===== src/rtl/dmem_ctrl_pkg.sv =====
// Shared types and constants for the byte-serialising data-memory controller.
package dmem_ctrl_pkg;

    typedef enum logic [1:0] {
        IDLE = 2'd0,
        XFER = 2'd1,
        DONE = 2'd2
    } state_e;

    localparam int PORT_CPU = 0;
    localparam int PORT_LDR = 1;

    // Number of memory beats needed to move one requester word.
    function automatic int calc_beats(input int data_width, input int store_width);
        return data_width / store_width;
    endfunction

    localparam int BEATS = calc_beats(32, 8);

endpackage


===== src/rtl/rr_arbiter2.sv =====
// Two-way round-robin arbiter; the last-grant pointer moves only when a grant is accepted.
module rr_arbiter2 (
    input  logic       clk,
    input  logic       rst_n,
    input  logic [1:0] req_i,
    input  logic       accept_i,
    output logic [1:0] gnt_o,
    output logic       idx_o
);

    logic r_last;
    logic w_idx;

    // On a tie the port that did not win last time goes first; reset value 1 favours port 0.
    always_comb begin
        w_idx = 1'b0;
        case (req_i)
            2'b01:   w_idx = 1'b0;
            2'b10:   w_idx = 1'b1;
            2'b11:   w_idx = ~r_last;
            default: w_idx = 1'b0;
        endcase
    end

    assign idx_o = w_idx;
    assign gnt_o = (req_i == 2'b00) ? 2'b00 : (w_idx ? 2'b10 : 2'b01);

    always_ff @(posedge clk or negedge rst_n) begin
        if (!rst_n) begin
            r_last <= 1'b1;
        end else if (accept_i && (req_i != 2'b00)) begin
            r_last <= w_idx;
        end
    end

endmodule


===== src/rtl/dmem_ctrl.sv =====
// Data-memory controller: arbitrates two requesters onto a byte-wide memory port and
// serialises each access into little-endian beats.
module dmem_ctrl
    import dmem_ctrl_pkg::*;
#(
    parameter int ADDRESS_WIDTH = 32,
    parameter int DATA_WIDTH    = 32,
    parameter int STORE_WIDTH   = 8
) (
    input  logic                     clk,
    input  logic                     rst_n,
    input  logic [1:0]               req_i,
    input  logic [1:0]               we_i,
    input  logic [1:0]               addr_mode_i,
    input  logic [ADDRESS_WIDTH-1:0] addr0_i,
    input  logic [ADDRESS_WIDTH-1:0] addr1_i,
    input  logic [DATA_WIDTH-1:0]    wdata0_i,
    input  logic [DATA_WIDTH-1:0]    wdata1_i,
    output logic [1:0]               ready_o,
    output logic [DATA_WIDTH-1:0]    rdata_o,
    output logic                     busy_o,
    output logic                     mem_we_o,
    output logic [ADDRESS_WIDTH-1:0] mem_a_o,
    output logic [STORE_WIDTH-1:0]   mem_wd_o,
    input  logic [STORE_WIDTH-1:0]   mem_rd_i,
    output state_e                   state_o
);

    localparam int NBEATS = calc_beats(DATA_WIDTH, STORE_WIDTH);
    localparam int CW     = (NBEATS > 1) ? $clog2(NBEATS) : 1;
    localparam logic [CW-1:0] LAST_WORD_BEAT = CW'(NBEATS - 1);

    // Handshake: a requester holds req_i[p] high with stable fields until ready_o[p]
    // pulses for one cycle; fields are sampled only in IDLE, and a request still high
    // in the IDLE after that pulse starts a new transaction.

    state_e                   r_state;
    logic                     r_port;
    logic                     r_we;
    logic                     r_mode;
    logic [ADDRESS_WIDTH-1:0] r_addr;
    logic [DATA_WIDTH-1:0]    r_wdata;
    logic [DATA_WIDTH-1:0]    r_rdata;
    logic [CW-1:0]            r_beat;

    logic [1:0]               w_gnt;
    logic                     w_idx;
    logic                     w_accept;
    logic                     w_last_beat;
    logic                     w_xfer;

    rr_arbiter2 u_arb (
        .clk      (clk),
        .rst_n    (rst_n),
        .req_i    (req_i),
        .accept_i (w_accept),
        .gnt_o    (w_gnt),
        .idx_o    (w_idx)
    );

    assign w_accept    = (r_state == IDLE) && (w_gnt != 2'b00);
    assign w_last_beat = r_mode ? (r_beat == '0) : (r_beat == LAST_WORD_BEAT);
    assign w_xfer      = (r_state == XFER);

    always_ff @(posedge clk or negedge rst_n) begin
        if (!rst_n) begin
            r_state <= IDLE;
            r_port  <= 1'b0;
            r_we    <= 1'b0;
            r_mode  <= 1'b0;
            r_addr  <= '0;
            r_wdata <= '0;
            r_rdata <= '0;
            r_beat  <= '0;
        end else begin
            case (r_state)
                IDLE: begin
                    if (w_accept) begin
                        r_port  <= w_idx;
                        r_we    <= we_i[w_idx];
                        r_mode  <= addr_mode_i[w_idx];
                        r_addr  <= w_idx ? addr1_i : addr0_i;
                        r_wdata <= w_idx ? wdata1_i : wdata0_i;
                        // Cleared so a byte load comes back zero-extended.
                        r_rdata <= '0;
                        r_beat  <= '0;
                        r_state <= XFER;
                    end
                end
                XFER: begin
                    if (!r_we) begin
                        r_rdata[int'(r_beat)*STORE_WIDTH +: STORE_WIDTH] <= mem_rd_i;
                    end
                    if (w_last_beat) begin
                        r_state <= DONE;
                    end else begin
                        r_beat <= r_beat + 1'b1;
                    end
                end
                DONE: begin
                    r_state <= IDLE;
                end
                default: begin
                    r_state <= IDLE;
                end
            endcase
        end
    end

    assign mem_we_o = w_xfer && r_we;
    assign mem_a_o  = w_xfer ? (r_addr + ADDRESS_WIDTH'(r_beat)) : '0;
    assign mem_wd_o = w_xfer ? r_wdata[int'(r_beat)*STORE_WIDTH +: STORE_WIDTH] : '0;

    assign ready_o  = (r_state == DONE) ? (r_port ? 2'b10 : 2'b01) : 2'b00;
    assign rdata_o  = r_rdata;
    assign busy_o   = (r_state != IDLE);
    assign state_o  = r_state;

endmodule


===== config.mk =====
export PLATFORM = sky130hd
export DESIGN_NAME = dmem_ctrl
export DESIGN_NICKNAME = d
export VERILOG_FILES = /design/src/rtl/dmem_ctrl_pkg.sv /design/src/rtl/rr_arbiter2.sv /design/src/rtl/dmem_ctrl.sv
export SDC_FILE = /design/constraint.sdc
export NUM_CORES = 1
export LEC_CHECK = 0
export BUFFER_PORTS_ARGS = -buffer_cell sky130_fd_sc_hd__buf_2
export CAP_MARGIN = 20
export CORE_ASPECT_RATIO = 1.2
export CORE_UTILIZATION = 53
export DETAILED_ROUTE_END_ITERATION = 8
export PLACE_DENSITY_LB_ADDON = 0.25
export SYNTH_ARGS = -nofsm -noshare
export SYNTH_HDL_FRONTEND = slang
export SYNTH_SLANG_ARGS = --single-unit

===== constraint.sdc =====
create_clock -name clk -period 7.3 [get_ports clk]
set_input_delay 0.365 -clock clk [delete_from_list [all_inputs] [get_ports clk]]
set_output_delay 0.365 -clock clk [all_outputs]
set_load 0.01 [all_outputs]

==> results of run 1 <==
area by class of cell:
cell class	count	area, µm²	area share [%]
clock buffers	12	256	3.52
clock inverters	4	76.3	1.05
inverters	7	26.3	0.361
multi-input cells	447	2960	40.7
flip-flops and latches	104	2600	35.8
well taps	129	161	2.22
repair buffers	228	1190	16.4
through the flow:
stage	std cells	hold slack, ns
after global routing	931	0.0302
final	931	-0.00785
after global placement	912	0.367
after detailed placement	912	0.369
after floorplan	601	0.0694
after CTS	928	0.00875
power groups by stage:
stage                     Clock, mW  Sequential (mW)  Combinational [mW]
after floorplan                   0            0.974               0.870
after global placement            0             1.03                1.20
after detailed placement          0             1.04                1.24
after CTS                     0.540             1.03                1.24
after global routing          0.562             1.07                1.41
final                         0.536             1.03                1.26
Yosys cell counts (7+ instances only):
| master | count | area [µm²] |
|---|---|---|
| nand2_1 | 99 | 372 |
| xnor2_1 | 9 | 78.8 |
| a21oi_1 | 18 | 90.1 |
| o31ai_1 | 19 | 143 |
| or4_1 | 12 | 90.1 |
| mux4_2 | 8 | 180 |
| inv_1 | 7 | 26.3 |
| dfrtp_1 | 103 | 2580 |
| and2_1 | 13 | 81.3 |
| clkbuf_1 | 31 | 116 |
| nand3_1 | 14 | 70.1 |
| a22o_1 | 16 | 140 |
| mux2i_1 | 67 | 671 |
| nor2_1 | 19 | 71.3 |
| o21ai_0 | 97 | 485 |
path summary, 6_finish.rpt:
check / start / end / slack (ns) / cells after the start
max: r_beat[0] / mem_a_o[30] / 3.41 / 7
min: rst_n / r_addr[20] / -0.008 / 1
max reg2reg: r_beat[0] / rdata_o[8] / 4.12 / 6
min reg2reg: r_wdata[21] / r_wdata[21] / 0.48 / 2
max in group asynchronous: rst_n / r_wdata[20] / 6.12 / 2
min in group clk: mem_rd_i[0] / rdata_o[24] / 0.29 / 3
per-layer routing:
metal  track usage, %  vias to the layer above  wire (µm)
met2             44.6                      219       7380
met4             10.0                        0        279
met3             3.98                       27        860
li1                 -                     2561          -
met5                0                        -          0
met1             33.1                     2482       6000
state kept, by name (all words and copies together), names as in the netlist:
name / flops
r_we: 1
state_o: 2
r_mode: 1
r_wdata: 32
r_port: 1
rdata_o: 32
u_arb.r_last: 1
r_addr: 32
r_beat: 2
kinds of logic after synthesis:
| kind of cell | synth area share, % |
|---|---|
| AO/OA/AOI/OAI | 16.3 |
| AND/OR/NAND/NOR | 16.5 |
| multiplexers | 15.2 |
| flip-flops | 45.4 |
| adder cells (fa/ha/maj) | 1.66 |
| buffers and inverters | 3.40 |
| XOR/XNOR | 1.53 |
cell usage in the layout (no fill, tap or decap), drive strengths merged, types with 3 or more instances in the layout:
cell type / count
buf: 228
dfrtp: 103
nand2: 99
o21ai: 97
mux2i: 67
nor2: 19
o31ai: 19
a21oi: 18
a22o: 16
nand3: 14
and2: 13
or4: 12
clkbuf: 12
xnor2: 9
mux4: 8
inv: 7
nand4: 7
ha: 6
or3: 5
nor3: 4
and4: 3
nor4: 3
==> impl_results.md, run 1 <==
* DR iter-0 viols at 227
* Final slew viol count at 0
* Max IR drop VDD at 173 µV
* Crit Path Class: register to output pin
* Cell Rows at 41
* Comb pwr share at 44.5%
* Starting Density at 54.6%
* EDFF count, synth at 0
* Largest delay share family, worst path: simple AND/OR/NAND/NOR gates
* ANT cells at 0
* Mapped Cells at 601
* Hold Slack at -0.00785 ns
* All-Layer GR Usage at 25.9%
* Yosys cell types at 44
* CTS max path bufs at 2
* Cell Area, Placed at 6890 µm²
* Pwr per Cell Area at 389 nW/µm²
* Clock skew at 0.0105 ns
* Internal power at 1.65 mW
* Core box area at 10500 µm²
* GP Congestion at 0.895
* Post-DR vias/cell at 5.68
* Register area share after synthesis at 45.4%
* Seq cells post-synth at 104
* Worst Hold Class: input port to asynchronous set/reset pin
* Ys flop type: dfrtp_1
* Vias at 5289
* Yosys warning count at 0
* Relative slew slack at 29.7%
* CP Capture Type: output pin
* Fraction of registers with async set/reset at 100%
* Hpwl dp at 10700 µm
* Leak at 3.62 nW
* Die W at 97.0 µm
* Syn-to-layout area delta at 26.8%
* Clock power frac at 19.0%
* Clk slew on worst S/H paths at 0.06 ns
* Setup violators final at 0
* Final WS setup at 3.41 ns
* Avg Cell Area, Syn at 9.55 µm²
* Clk_lat worst skew at 0.35 ns
* H-Tree Depth at 3
* Total gr overflow at 0
* CTS Buf Count at 9
* Crit start category: register
* Fmax at 257 MHz
* Finished Cell Area at 7280 µm²
* Net switching power at 1.18 mW
* DRC viols at 0
* WP buf/inv at 1
* CTS root buffer: clkbuf_16
* Final wirelength at 14500 µm
* Share of layout cells above drive strength 1 at 32.4%
* Die extent in y at 116 µm
* Seq pwr share at 36.6%
* Final period util at 53.3%
* Pre-CTS setup slack at 3.76 ns
* Ordered list of cells on the worst path: ha_1 > fa_1 > nand4_1 > or3_1 > or4_1 > a21oi_1 > buf_2
* Status: finished, violations left
* Antenna Nets Post-Route at 0
* Final Hold Vio Count at 5
* Critical-path top delay cell: dfrtp_1
* Initial antenna violation count at 0
* Nets at 948
* # IOs at 222
* Power, Total at 2.83 mW
* Hold_buf cts at 0
* Switching Fraction at 41.6%
* Buffers on Ports at 221
* Min Clock Period, post-route at 3.89 ns
* Violated checks: negative hold slack
* Post-CTS sizing at 0
* Max-Cap Viols at 0
* RSZ-0062 raised after global routing: no
* Final Core Density at 69.2%
* # clock sinks at 104
* Largest net degree at the start of global routing at 138
* Vias in the first global route at 4972
* Mapped Nets at 752
* Critical Path RT at 6.93 ns
* Final TNS setup at 0 ns
* Post-Syn Area at 5740 µm²
* Die area at 11300 µm²
* TritonCTS clock tree: yes
* Setup Fix Bufs, Post-CTS at 0
* CP max stage delay at 0.87 ns
* CP arrival at 3.52 ns
* Worst Tran Pin Value at 1.05 ns
* Max Fanout on Critical Path at 17
* WL/cell at 15.6 µm
* Drt pass-1 iters at 6
* Fill cells at 875
* First-pass GRT wire length at 23400 µm
Power figures use the tool's default switching activity.
==> run 2, diff against run 1 <==
Settings changed: CORE_UTILIZATION 53 to 50.
Clock period 7.3 ns to 4.03 ns, I/O delays scaled along.
==> run 2 against run 1 <==
  * The flow still finishes with violations (negative hold slack)
  * First-iteration DRC count is 4.0% higher
  * Sequential power is 77% higher
  * Clock skew is 0.00059 ns lower
  * Setup slack worse by 2.4 ns
  * Hold slack worse by 0.029 ns
  * Cell count is 2.8% higher
==> impl_results.md, run 2 (synthesis results as in run 1) <==
* Status: finished, violations left (unchanged)
* Violated checks: negative hold slack (unchanged)
* Starting Density at 51.8% (was 54.6%)
* Vias at 5212 (was 5289)
* Leak at 3.59 nW (was 3.62 nW)
* Clk_lat worst skew at 0.34 ns (was 0.35 ns)
* Largest net degree at the start of global routing at 138 (unchanged)
* # IOs at 222 (unchanged)
* # clock sinks at 104 (unchanged)
* Drt pass-1 iters at 6 (unchanged)
* Final Hold Vio Count at 17 (was 5)
* Worst Setup EP: mem_a_o[16] (was mem_a_o[30])
* Syn-to-layout area delta at 26.4% (was 26.8%)
* Relative slew slack at 27.1% (was 29.7%)
* Hpwl dp at 10500 µm (was 10700 µm)
* Die W at 99.8 µm (was 97.0 µm)
* Die area at 11900 µm² (was 11300 µm²)
* Worst Tran Pin Value at 1.09 ns (was 1.05 ns)
* Dpl cells at 940 (was 912)
* Max Fanout on Critical Path at 12 (was 17)
* DRC viols at 0 (unchanged)
* Fmax at 328 MHz
* R2R Setup Slk at 1.21 ns (was 4.12 ns)
* Crit start category: register (unchanged)
* GP Congestion at 0.843 (was 0.895)
* Critical Path RT at 3.83 ns (was 6.93 ns)
* Multi-input gate area at 2960 µm² (unchanged)
* Worst Hold Class: input port to asynchronous set/reset pin (unchanged)
* Post-DR vias/cell at 5.45 (was 5.68)
* Final slew viol count at 0 (unchanged)
* Crit Path Class: register to output pin (unchanged)
* ANT cells at 0 (unchanged)
* Fill cells at 923 (was 875)
* H-Tree Depth at 3 (unchanged)
* Max-Cap Viols at 0 (unchanged)
* Buffers on Ports at 221 (unchanged)
* Hold_buf cts at 0 (unchanged)
* Final TNS setup at 0 ns (unchanged)
* RSZ-0062 raised after global routing: no (unchanged)
* Worst reg2reg path depth at 7 (was 6)
* CTS max path bufs at 2 (unchanged)
* Pwr per Cell Area at 686 nW/µm² (was 389 nW/µm²)
* All-Layer GR Usage at 24.7% (was 25.9%)
* Cell Rows at 42 (was 41)
* Initial antenna violation count at 0 (unchanged)
* Worst R2R End: rdata_o[22] (was rdata_o[8])
* Hold Slack at -0.0364 ns (was -0.00785 ns)
* Reg2Reg Launch Point: r_beat[0] (unchanged)
* Most common cell after layout, fill and taps aside: buf_2 (unchanged)
* Post-CTS sizing at 0 (unchanged)
* Min Clock Period, post-route at 3.05 ns
* CTS Buf Count at 9 (unchanged)
* Die extent in y at 119 µm (was 116 µm)
* Total gr overflow at 0 (unchanged)
* Share of layout cells above drive strength 1 at 32.5% (was 32.4%)
* First-pass GRT wire length at 23400 µm (about the same)
* CP Capture Type: output pin (unchanged)
* Vias in the first global route at 5023 (was 4972)
* Nets at 949 (was 948)
* TritonCTS clock tree: yes (unchanged)
* Final wirelength at 14200 µm (was 14500 µm)
* Register Area at 2600 µm² (unchanged)
* DR iter-0 viols at 236 (was 227)
* Setup Fix Bufs, Post-CTS at 0 (unchanged)
* Clk slew on worst S/H paths at 0.07 ns (was 0.06 ns)
* Clock skew at 0.00990 ns (was 0.0105 ns)
* CTS root buffer: clkbuf_16 (unchanged)
* CP arrival at 2.84 ns (was 3.52 ns)
* Max IR drop VDD at 338 µV (was 173 µV)
* Worst setup path start: r_beat[0] (unchanged)
* Setup violators final at 0 (unchanged)
* Core box area at 11100 µm² (was 10500 µm²)
* Antenna Nets Post-Route at 0 (unchanged)
* WL/cell at 14.8 µm (was 15.6 µm)
* Final Non-Filler Cells at 957 (was 931)
* Commonest non-fill, non-tap cells in the layout: buf_2, dfrtp_1, nand2_1, o21ai_0, mux2i_1 (unchanged)
* Final period util at 75.6%
* Final Core Density at 65.4% (was 69.2%)
==> run 2: cell count changes in the layout (fill, tap and decap cells not counted), sizes merged <==
cell      previous run  this run
clkbuf              12        10
clkinvlp             1         2
inv                  7         9
clkinv               1         2
bufinv               2         0
buf                228       229
==> run 2: area by class of cell <==
| cell class | instances | area share (%) |
|---|---|---|
| Inverter | 7 | 0.362 |
| Sequential cell | 104 | 35.9 |
| Clock buffer | 10 | 3.16 |
| Timing Repair Buffer | 229 | 16.4 |
| Multi-Input combinational cell | 447 | 40.8 |
| Tap cell | 154 | 2.66 |
| Clock inverter | 6 | 0.725 |
==> run 2: worst min-delay path by stage <==
stage / end / cells after the start / slack, ns
6_report: r_addr[19] / 1 / -0.04
5_1_grt: r_addr[18] / 1 / 0.07
4_1_cts: r_addr[18] / 1 / 0.03
3_5_place_dp: r_addr[18] / 1 / 0.40
3_3_place_gp: r_addr[21] / 1 / 0.39
2_1_floorplan: r_addr[0] / 0 / -0.09
==> run 2: worst max-delay path, cell delays in order, from the launching register on <==
cell	delay, ns
dfrtp_1	0.36
ha_1	0.19
fa_1	0.24
nand4_1	0.27
or3_1	0.63
or4_1	0.53
a21oi_1	0.15
buf_2	0.14
==> run 2: routing by layer <==
| metal | vias to the layer above | track usage, % | share of wire, % |
|---|---|---|---|
| li1 | 2563 | - | - |
| met1 | 2451 | 32.1 | 43 |
| met2 | 178 | 42.0 | 51 |
| met3 | 20 | 3.23 | 4.7 |
| met4 | 0 | 8.73 | 1.7 |
| met5 | - | 0 | 0 |
==> run 2: power breakdown <==
part	internal, mW	switching, mW	total [mW]
Clock	0.428	0.405	0.834
Sequential	1.45	0.364	1.82
Combinational	0.963	1.36	2.33
==> run 2: stage by stage <==
stage / hold slack, ns / worst slack, ns / cell area [µm²] / total power, mW
after detailed placement: 0.396 / 1.27 / 6940 / 4.16
final: -0.0364 / 0.985 / 7250 / 4.98
after floorplan: -0.0941 / 1.42 / 5740 / 3.34
after CTS: 0.0312 / 0.970 / 7230 / 5.00
after global routing: 0.0709 / 0.744 / 7250 / 5.38
after global placement: 0.386 / 1.43 / 6940 / 4.06
